**config.mk**
```make
export PLATFORM = sky130hd
export DESIGN_NAME = exu_cal_arb
export DESIGN_NICKNAME = d
export VERILOG_FILES = /design/src/rtl/exu_cal_arb_pkg.sv /design/src/rtl/exu_cal_arb_rr_pick.sv /design/src/rtl/exu_cal_arb.sv
export SDC_FILE = /design/constraint.sdc
export NUM_CORES = 1
export LEC_CHECK = 0
export CAP_MARGIN = 10
export CORE_MARGIN = 3
export CORE_UTILIZATION = 48
export CTS_BUF_LIST = sky130_fd_sc_hd__clkbuf_4
export DETAILED_ROUTE_END_ITERATION = 8
export PLACE_DENSITY = 0.89
export SLEW_MARGIN = 10
export SYNTH_ARGS = -nofsm -noshare
export SYNTH_HDL_FRONTEND = slang
export SYNTH_SLANG_ARGS = --single-unit
```
**constraint.sdc**
```tcl
create_clock -name clk -period 4.5 [get_ports clk]
set_input_delay 0.9 -clock clk [delete_from_list [all_inputs] [get_ports clk]]
set_output_delay 0.9 -clock clk [all_outputs]
set_load 0.05 [all_outputs]
```
**src/rtl/exu_cal_arb_pkg.sv**
```systemverilog
// Shared types and constants for the calculator arbiter slice.
package exu_cal_arb_pkg;

  localparam int CAL_OPB_SIZE = 16;

  typedef enum logic [1:0] {
    CARB_IDLE  = 2'd0,
    CARB_BUSY  = 2'd1,
    CARB_DONE  = 2'd2,
    CARB_DRAIN = 2'd3
  } carb_state_e;

  // Index width that stays legal for a single channel.
  function automatic int idx_w(input int n);
    return (n > 1) ? $clog2(n) : 1;
  endfunction

endpackage

```
**src/rtl/exu_cal_arb_rr_pick.sv**
```systemverilog
// Combinational round-robin picker: first set request at or above ptr, wrapping.
module exu_rr_pick
  import exu_cal_arb_pkg::*;
#(
  parameter int NCH = 3,
  localparam int IW = idx_w(NCH)
) (
  input  logic [NCH-1:0] req,
  input  logic [IW-1:0]  ptr,
  output logic [NCH-1:0] gnt,
  output logic [IW-1:0]  idx
);

  always_comb begin
    int   c;
    logic found;
    // NOTE: every combinational output gets a default first so no path leaves it unassigned (no latch).
    gnt   = '0;
    idx   = '0;
    found = 1'b0;
    c     = 0;
    for (int i = 0; i < NCH; i++) begin
      c = (int'(ptr) + i) % NCH;
      if (!found && req[c]) begin
        found  = 1'b1;
        gnt[c] = 1'b1;
        idx    = IW'(c);
      end
    end
  end

endmodule

```
**src/rtl/exu_cal_arb.sv**
```systemverilog
// Round-robin arbiter sharing one multi-cycle calculator between NCH sub-units,
// with abort/flush handling while the calculator is busy.
module exu_cal_arb
  import exu_cal_arb_pkg::*;
#(
  parameter int NCH   = 3,
  parameter int OPB_W = CAL_OPB_SIZE,
  parameter int DW    = 32,
  parameter int CW    = 16
) (
  input  logic               clk,
  input  logic               rst,
  input  logic               i_flush,
  input  logic [NCH-1:0]     hs_req_val,
  output logic [NCH-1:0]     hs_req_rdy,
  input  logic [NCH*OPB_W-1:0] i_req_opb,
  output logic [DW-1:0]      o_res,
  output logic               hs_arb4cal_val,
  input  logic               hs_cal4arb_rdy,
  output logic [OPB_W-1:0]   o_cal_opb,
  input  logic [DW-1:0]      i_cal_res,
  output logic [NCH-1:0]     o_gnt,
  output logic               o_busy,
  output logic [CW-1:0]      o_stall_cnt
);

  localparam int IW = idx_w(NCH);

  carb_state_e      state_q, state_d;
  logic [IW-1:0]    gnt_q, gnt_d;
  logic [IW-1:0]    ptr_q, ptr_d;
  logic [OPB_W-1:0] opb_q, opb_d;
  logic [DW-1:0]    res_q, res_d;
  logic [CW-1:0]    stall_q;
  logic [NCH-1:0]   pick_gnt;
  logic [IW-1:0]    pick_idx;
  logic [OPB_W-1:0] opb_arr [NCH];
  logic             withdraw;
  logic             stall_hit;

  for (genvar i = 0; i < NCH; i++) begin : g_opb
    assign opb_arr[i] = i_req_opb[i*OPB_W +: OPB_W];
  end

  exu_rr_pick #(.NCH(NCH)) u_pick (
    .req (hs_req_val),
    .ptr (ptr_q),
    .gnt (pick_gnt),
    .idx (pick_idx)
  );

  always_comb begin
    o_gnt = '0;
    if (state_q != CARB_IDLE) o_gnt[gnt_q] = 1'b1;
  end

  assign withdraw       = !hs_req_val[gnt_q] || i_flush;
  assign hs_arb4cal_val = (state_q == CARB_BUSY) || (state_q == CARB_DRAIN);
  assign o_busy         = (state_q != CARB_IDLE);
  assign hs_req_rdy     = (state_q == CARB_DONE && !i_flush) ? o_gnt : '0;
  assign o_cal_opb      = opb_q;
  assign o_res          = res_q;
  assign o_stall_cnt    = stall_q;
  assign stall_hit      = |(hs_req_val & ~o_gnt);

  always_comb begin
    state_d = state_q;
    gnt_d   = gnt_q;
    ptr_d   = ptr_q;
    opb_d   = opb_q;
    res_d   = res_q;
    unique case (state_q)
      CARB_IDLE: begin
        if (!i_flush && |pick_gnt) begin
          gnt_d   = pick_idx;
          opb_d   = opb_arr[pick_idx];
          state_d = CARB_BUSY;
        end
      end
      CARB_BUSY: begin
        if (hs_cal4arb_rdy) begin
          if (withdraw) begin
            state_d = CARB_IDLE;
          end else begin
            res_d   = i_cal_res;
            state_d = CARB_DONE;
          end
        end else if (withdraw) begin
          state_d = CARB_DRAIN;
        end
      end
      // The calculator cannot be aborted, so its handshake is completed and the result dropped.
      CARB_DRAIN: begin
        if (hs_cal4arb_rdy) state_d = CARB_IDLE;
      end
      CARB_DONE: begin
        ptr_d   = (gnt_q == IW'(NCH - 1)) ? '0 : gnt_q + IW'(1);
        state_d = CARB_IDLE;
      end
      default: state_d = CARB_IDLE;
    endcase
  end

  // NOTE: sequential state uses non-blocking assignments so every register samples pre-edge values.
  always_ff @(posedge clk or posedge rst) begin
    if (rst) begin
      state_q <= CARB_IDLE;
      gnt_q   <= '0;
      ptr_q   <= '0;
      opb_q   <= '0;
      res_q   <= '0;
      stall_q <= '0;
    end else begin
      state_q <= state_d;
      gnt_q   <= gnt_d;
      ptr_q   <= ptr_d;
      opb_q   <= opb_d;
      res_q   <= res_d;
      if (stall_hit && stall_q != '1) stall_q <= stall_q + CW'(1);
    end
  end

endmodule

```
=== Word level (Yosys, flattened, before mapping) ===
Index checks and enable logic that the tools add are counted.

* Output and inout bits: 72
* Logic and storage cells: 97
* Register bits: 70
* Input bits: 87

* Multiplexer cells: 39
* Order comparisons: 9
* Add/sub/neg operators: 4
* Bitwise gates (word level): 6
* Reduce and logical (&&, ||, !) cells: 22
* Equal/unequal tests: 8
* Div/mod/pow operators: 3

{| class="wikitable"
|+ Operators with widths
! cell !! number
|-
| greater-or-equal comparator 32 x 1 -> 1 bit, second input constant || 3
|-
| less-than comparator 32 x 4 -> 1 bit, second input constant || 3
|-
| remainder unit 32 x 3 -> 32 bit, second input constant || 2
|-
| binary-select mux 16 bit (select 2 bit) || 1
|-
| remainder unit 3 x 3 -> 32 bit, second input constant || 1
|-
| 2-to-1 mux 16 bit || 2
|-
| 2-to-1 mux 2 bit || 9
|-
| adder 16 x 1 -> 16 bit, second input constant || 1
|-
| inequality test 16 bit, second input constant || 1
|-
| 2-to-1 mux 3 bit || 5
|-
| 2-to-1 mux 1 bit || 13
|-
| logical AND 1 bit || 9
|-
| binary-select mux 1 bit (select 2 bit) || 4
|-
| demux 1 bit (select 2 bit) || 4
|-
| one-hot mux 2 bit (4 select lines) || 1
|-
| equality test 2 bit, second input constant || 3
|-
| bitwise OR 3 bit || 2
|-
| AND reduction 3 bit || 2
|-
| OR reduction 3 bit || 2
|-
| zero test 1 bit || 4
|-
| inequality test 2 bit, second input constant || 2
|-
| adder 2 x 1 -> 3 bit, second input constant || 1
|-
| adder 2 x 2 -> 3 bit, second input constant || 1
|-
| AND 3 bit || 1
|-
| other kinds (13) || 14
|}

=== Longest topological paths before layout ===
* Word-level depth: 15
* Mapped depth: 11
* Mapped depth without buffers: 7

=== By module ===
From an unflattened synthesis, not the netlist that was laid out.

* Cell total of the unflattened synthesis: 336
* Area, all modules: 3,753.6 µm²

{| class="wikitable"
|+ Modules (own cells, without submodules)
! module !! area an instance (µm²) !! cells each !! instances !! seq. area each (µm²)
|-
| exu_cal_arb || 3,420.8 || 284 || 1 || 1,751.7
|-
| exu_rr_pick || 332.8 || 52 || 1 || 0.0
|}

=== Worst setup path after synthesis ===
OpenSTA, ideal clock, no wires.

* Path kind: in2out
* Start: input i_flush
* End: output hs_req_rdy[0]
* Data required time: 3,600 ps
* Arrival: 2,256 ps
* Buffers on the path: 0
* Stages on the path: 2
* Path slack: 1,344 ps
* Cell sequence: or2_2 > nor3_1

* Word-level cells in the longest chain between the ends: 3

{| class="wikitable"
|+ Ends and longest elaborated chain
! what !! line !! source
|-
| from (decl) || exu_cal_arb.sv:13 || <nowiki>input logic i_flush,</nowiki>
|-
| zero test 1 bit || exu_cal_arb.sv:60 || <nowiki>assign hs_req_rdy = (state_q == CARB_DONE && !i_flush) ? o_gnt : '0;</nowiki>
|-
| logical AND 1 bit || exu_cal_arb.sv:60 ||
|-
| 2-to-1 mux 3 bit || exu_cal_arb.sv:60 ||
|-
| to (decl) || exu_cal_arb.sv:15 || <nowiki>output logic [NCH-1:0] hs_req_rdy,</nowiki>
|}

No other way between the ends.

=== Worst setup path in the final report ===
Same ends and word-level chain as after synthesis.

==> flow_metrics.env <==
export IMPL_design_area_sq_um=5530
export IMPL_grt_pass1_vias=3331
export IMPL_grt_max_degree=50
export IMPL_grt_setup_unrepaired="false"
export IMPL_synth_fp_nets=440
export IMPL_finalSetupViolations=0
export IMPL_report_final_slew_viol_count=0
export IMPL_synth_flop_cell="dfrtp_1"
export IMPL_skew_ns=0.0138
export IMPL_ys_seq_area_share_pct=46.4
export IMPL_clockRootBuffer="clkbuf_4"
export IMPL_worstPathRequired_ns=3.60
export IMPL_power_leakage_nw=2.26
export IMPL_dr_total_vias=3361
export IMPL_ir_drop_v=0.000341
export IMPL_worstMarginPinSlew_ns=0.983
export IMPL_grt_use_total_pct=23.9
export IMPL_met1_length_um=4100
export IMPL_wl_per_cell_um=17.5
export IMPL_rows=31
export IMPL_antenna_found_initial=0
export IMPL_wirelength_um=10500
export IMPL_timing_critical_path_to_type="output port"
export IMPL_placed_area_sq_um=5360
export IMPL_grt_ovfl_total=0
export IMPL_placed_cells=585
export IMPL_cp_arrival_ns=2.76
export IMPL_synth_edf_count=0
export IMPL_nNetsFinal=589
export IMPL_tns_ns=0
export IMPL_initial_core_util_pct=50.7
export IMPL_crit_chain="clkdlybuf4s50_1, or2_2, nor3_1, clkdlybuf4s50_1"
export IMPL_dieArea_sq_um=8960
export IMPL_die_w_um=94.7
export IMPL_cts_sinks=70
export IMPL_r2r_setup_slack_ns=1.75
export IMPL_grt_pass1_wl_um=16600
export IMPL_dp_hpwl_um=8100
export IMPL_fin_crit_ns=3.66
export IMPL_syn_area_sq_um=3770
export IMPL_drive_gt1_share_pct=13.9
export IMPL_layout_common_cells="clkdlybuf4s50_1 (158), dfrtp_1 (70), mux2_2 (30)"
export IMPL_status="finished, final reports clean"
export IMPL_clock_latency_ns=0.41
export IMPL_die_h_um=94.7
export IMPL_ios=159
export IMPL_final_period_utilization_pct=81.4
export IMPL_fp_coreArea_sq_um=7450
export IMPL_ant_nets=0
export IMPL_h_tree_depth=3
export IMPL_synthCells=348
export IMPL_path_class="input port to output port"
export IMPL_vias_per_cell=5.59
export IMPL_area_growth_pct=46.7
export IMPL_fmax_mhz=273
export IMPL_met3_length_um=1360
export IMPL_avgSynthCellArea_sq_um=10.8
export IMPL_fin_cells=601
export IMPL_critical_path_peak_fanout=4
export IMPL_routed_wl_met2_um=4850
export IMPL_crit_top_cell="clkdlybuf4s50_1"
export IMPL_place_worst_setup_slack_ns=0.818
export IMPL_worst_slack_ns=0.836
export IMPL_final_common_cell="clkdlybuf4s50_1"
export IMPL_start_kind="input port"
export IMPL_hold_viol=0
export IMPL_post_cts_buffers=0
export IMPL_gp_congestion=0.852
export IMPL_dr_pass1_iters=4
export IMPL_drt_iter0_markers=159
export IMPL_pwr_density_cell_nw_per_um2=772
export IMPL_cts_tree="done"
export IMPL_synthArstFlopShare_pct=100
export IMPL_hold_buffers=0
export IMPL_critPathSlowestCell="clkdlybuf4s50_1"
export IMPL_finalPower_w=0.00427
export IMPL_remaining_drc_errors=0
export IMPL_cap_violations=0
export IMPL_hp_class="flip-flop to flip-flop"
export IMPL_clk_path_buf_depth=2
export IMPL_cts_made_buffers=9
export IMPL_cts_clk_slew_worst_paths_ns=0.12
export IMPL_n_antenna_cell=0
export IMPL_relSlewSlack_pct=34.4
export IMPL_io_buffers=158
export IMPL_synth_warnings=0
export IMPL_synth_cell_types=54
export IMPL_synth_seq_cells=70
export IMPL_dr_max_layer_used="met4"
export IMPL_cts_resized=0
export IMPL_slowest_delay_ns=0.84
==> final cells by class <==
class / count / area (sq um)
Fill cell: 521 / 1910
Clock buffer: 9 / 67.6
Inverter: 10 / 37.5
Timing Repair Buffer: 163 / 1620
Tap cell: 99 / 124
Clock inverter: 7 / 103
Sequential cell: 70 / 1750
Multi-Input combinational cell: 243 / 1830
==> power by group <==
group	leakage (nW)	internal, W	switching, W	total (W)
logic	1.30	0.000987	0.00172	0.00270
clock network	0.0875	0.000232	0.000243	0.000475
registers	0.879	0.000897	0.000194	0.00109
total	2.26	0.00212	0.00215	0.00427
==> through the flow <==
step,hold WS (ns),util [%]
floorplan,0.498,-
global placement,0.474,72.0
detailed placement,0.482,72.0
CTS,0.512,74.3
global route,0.519,74.3
finish,0.507,74.3
==> metal layers <==
layer	track usage [%]	vias to the layer above
li1	-	1568
met3	9.72	24
met1	28.5	1568
met5	0	-
met2	38.4	201
met4	9.62	0
==> Yosys cell counts (all sizes together), types with 2 or more instances <==
cell,number,area [sq um]
nor2,28,105
nand2,14,52.6
dfrtp,70,1750
a21oi,5,25.0
o31ai,17,185
ha,5,62.6
o21ai,13,68.8
a21boi,2,15.0
o22ai,2,18.8
clkbuf,11,41.3
mux2i,2,20.0
and2,10,62.6
o211ai,18,135
mux2,35,394
nor2b,2,12.5
buf,14,111
xnor2,15,131
nand3,14,70.1
o21a,3,22.5
and4,2,17.5
and3,14,87.6
a211oi,2,15.0
a221oi,9,78.8
nand4,7,43.8
nand2b,3,26.3
nor3,4,25.0
or3b,2,17.5
inv,10,37.5
a21o,2,15.0
==> flip-flops by register name, summed over array words and instances, names as in the netlist <==
name	count
o_cal_opb	16
state_q	2
o_res	32
o_stall_cnt	16
ptr_q	2
gnt_q	2
==> critical path, delay by kind of cell <==
family        cells  cell delay, ns
buf+inv           2            1.31
simple gates      2            0.54
==> logic make-up after synthesis <==
logic type | Yosys count | synth area share [%]
xor+xnor | 16 | 3.71
buf+inv | 35 | 5.04
mux | 37 | 11.0
flops | 70 | 46.4
compound gates | 81 | 17.6
fa+ha+maj | 5 | 1.66
simple gates | 104 | 14.6
==> path summary, 6_finish.rpt <==
| check | start | depth (start not counted) | to |
|---|---|---|---|
| worst max-delay path | i_flush | 4 | hs_req_rdy[0] |
| worst min-delay path | o_stall_cnt[13] | 1 | o_stall_cnt[13] |
| worst max register to register | ptr_q[0] | 7 | state_q[0] |
| worst min register to register | o_stall_cnt[13] | 1 | o_stall_cnt[13] |
| max in group asynchronous | rst | 3 | o_res[10] |
| min in group asynchronous | rst | 2 | o_res[22] |
No activity file was read; power rests on OpenSTA's default activity.
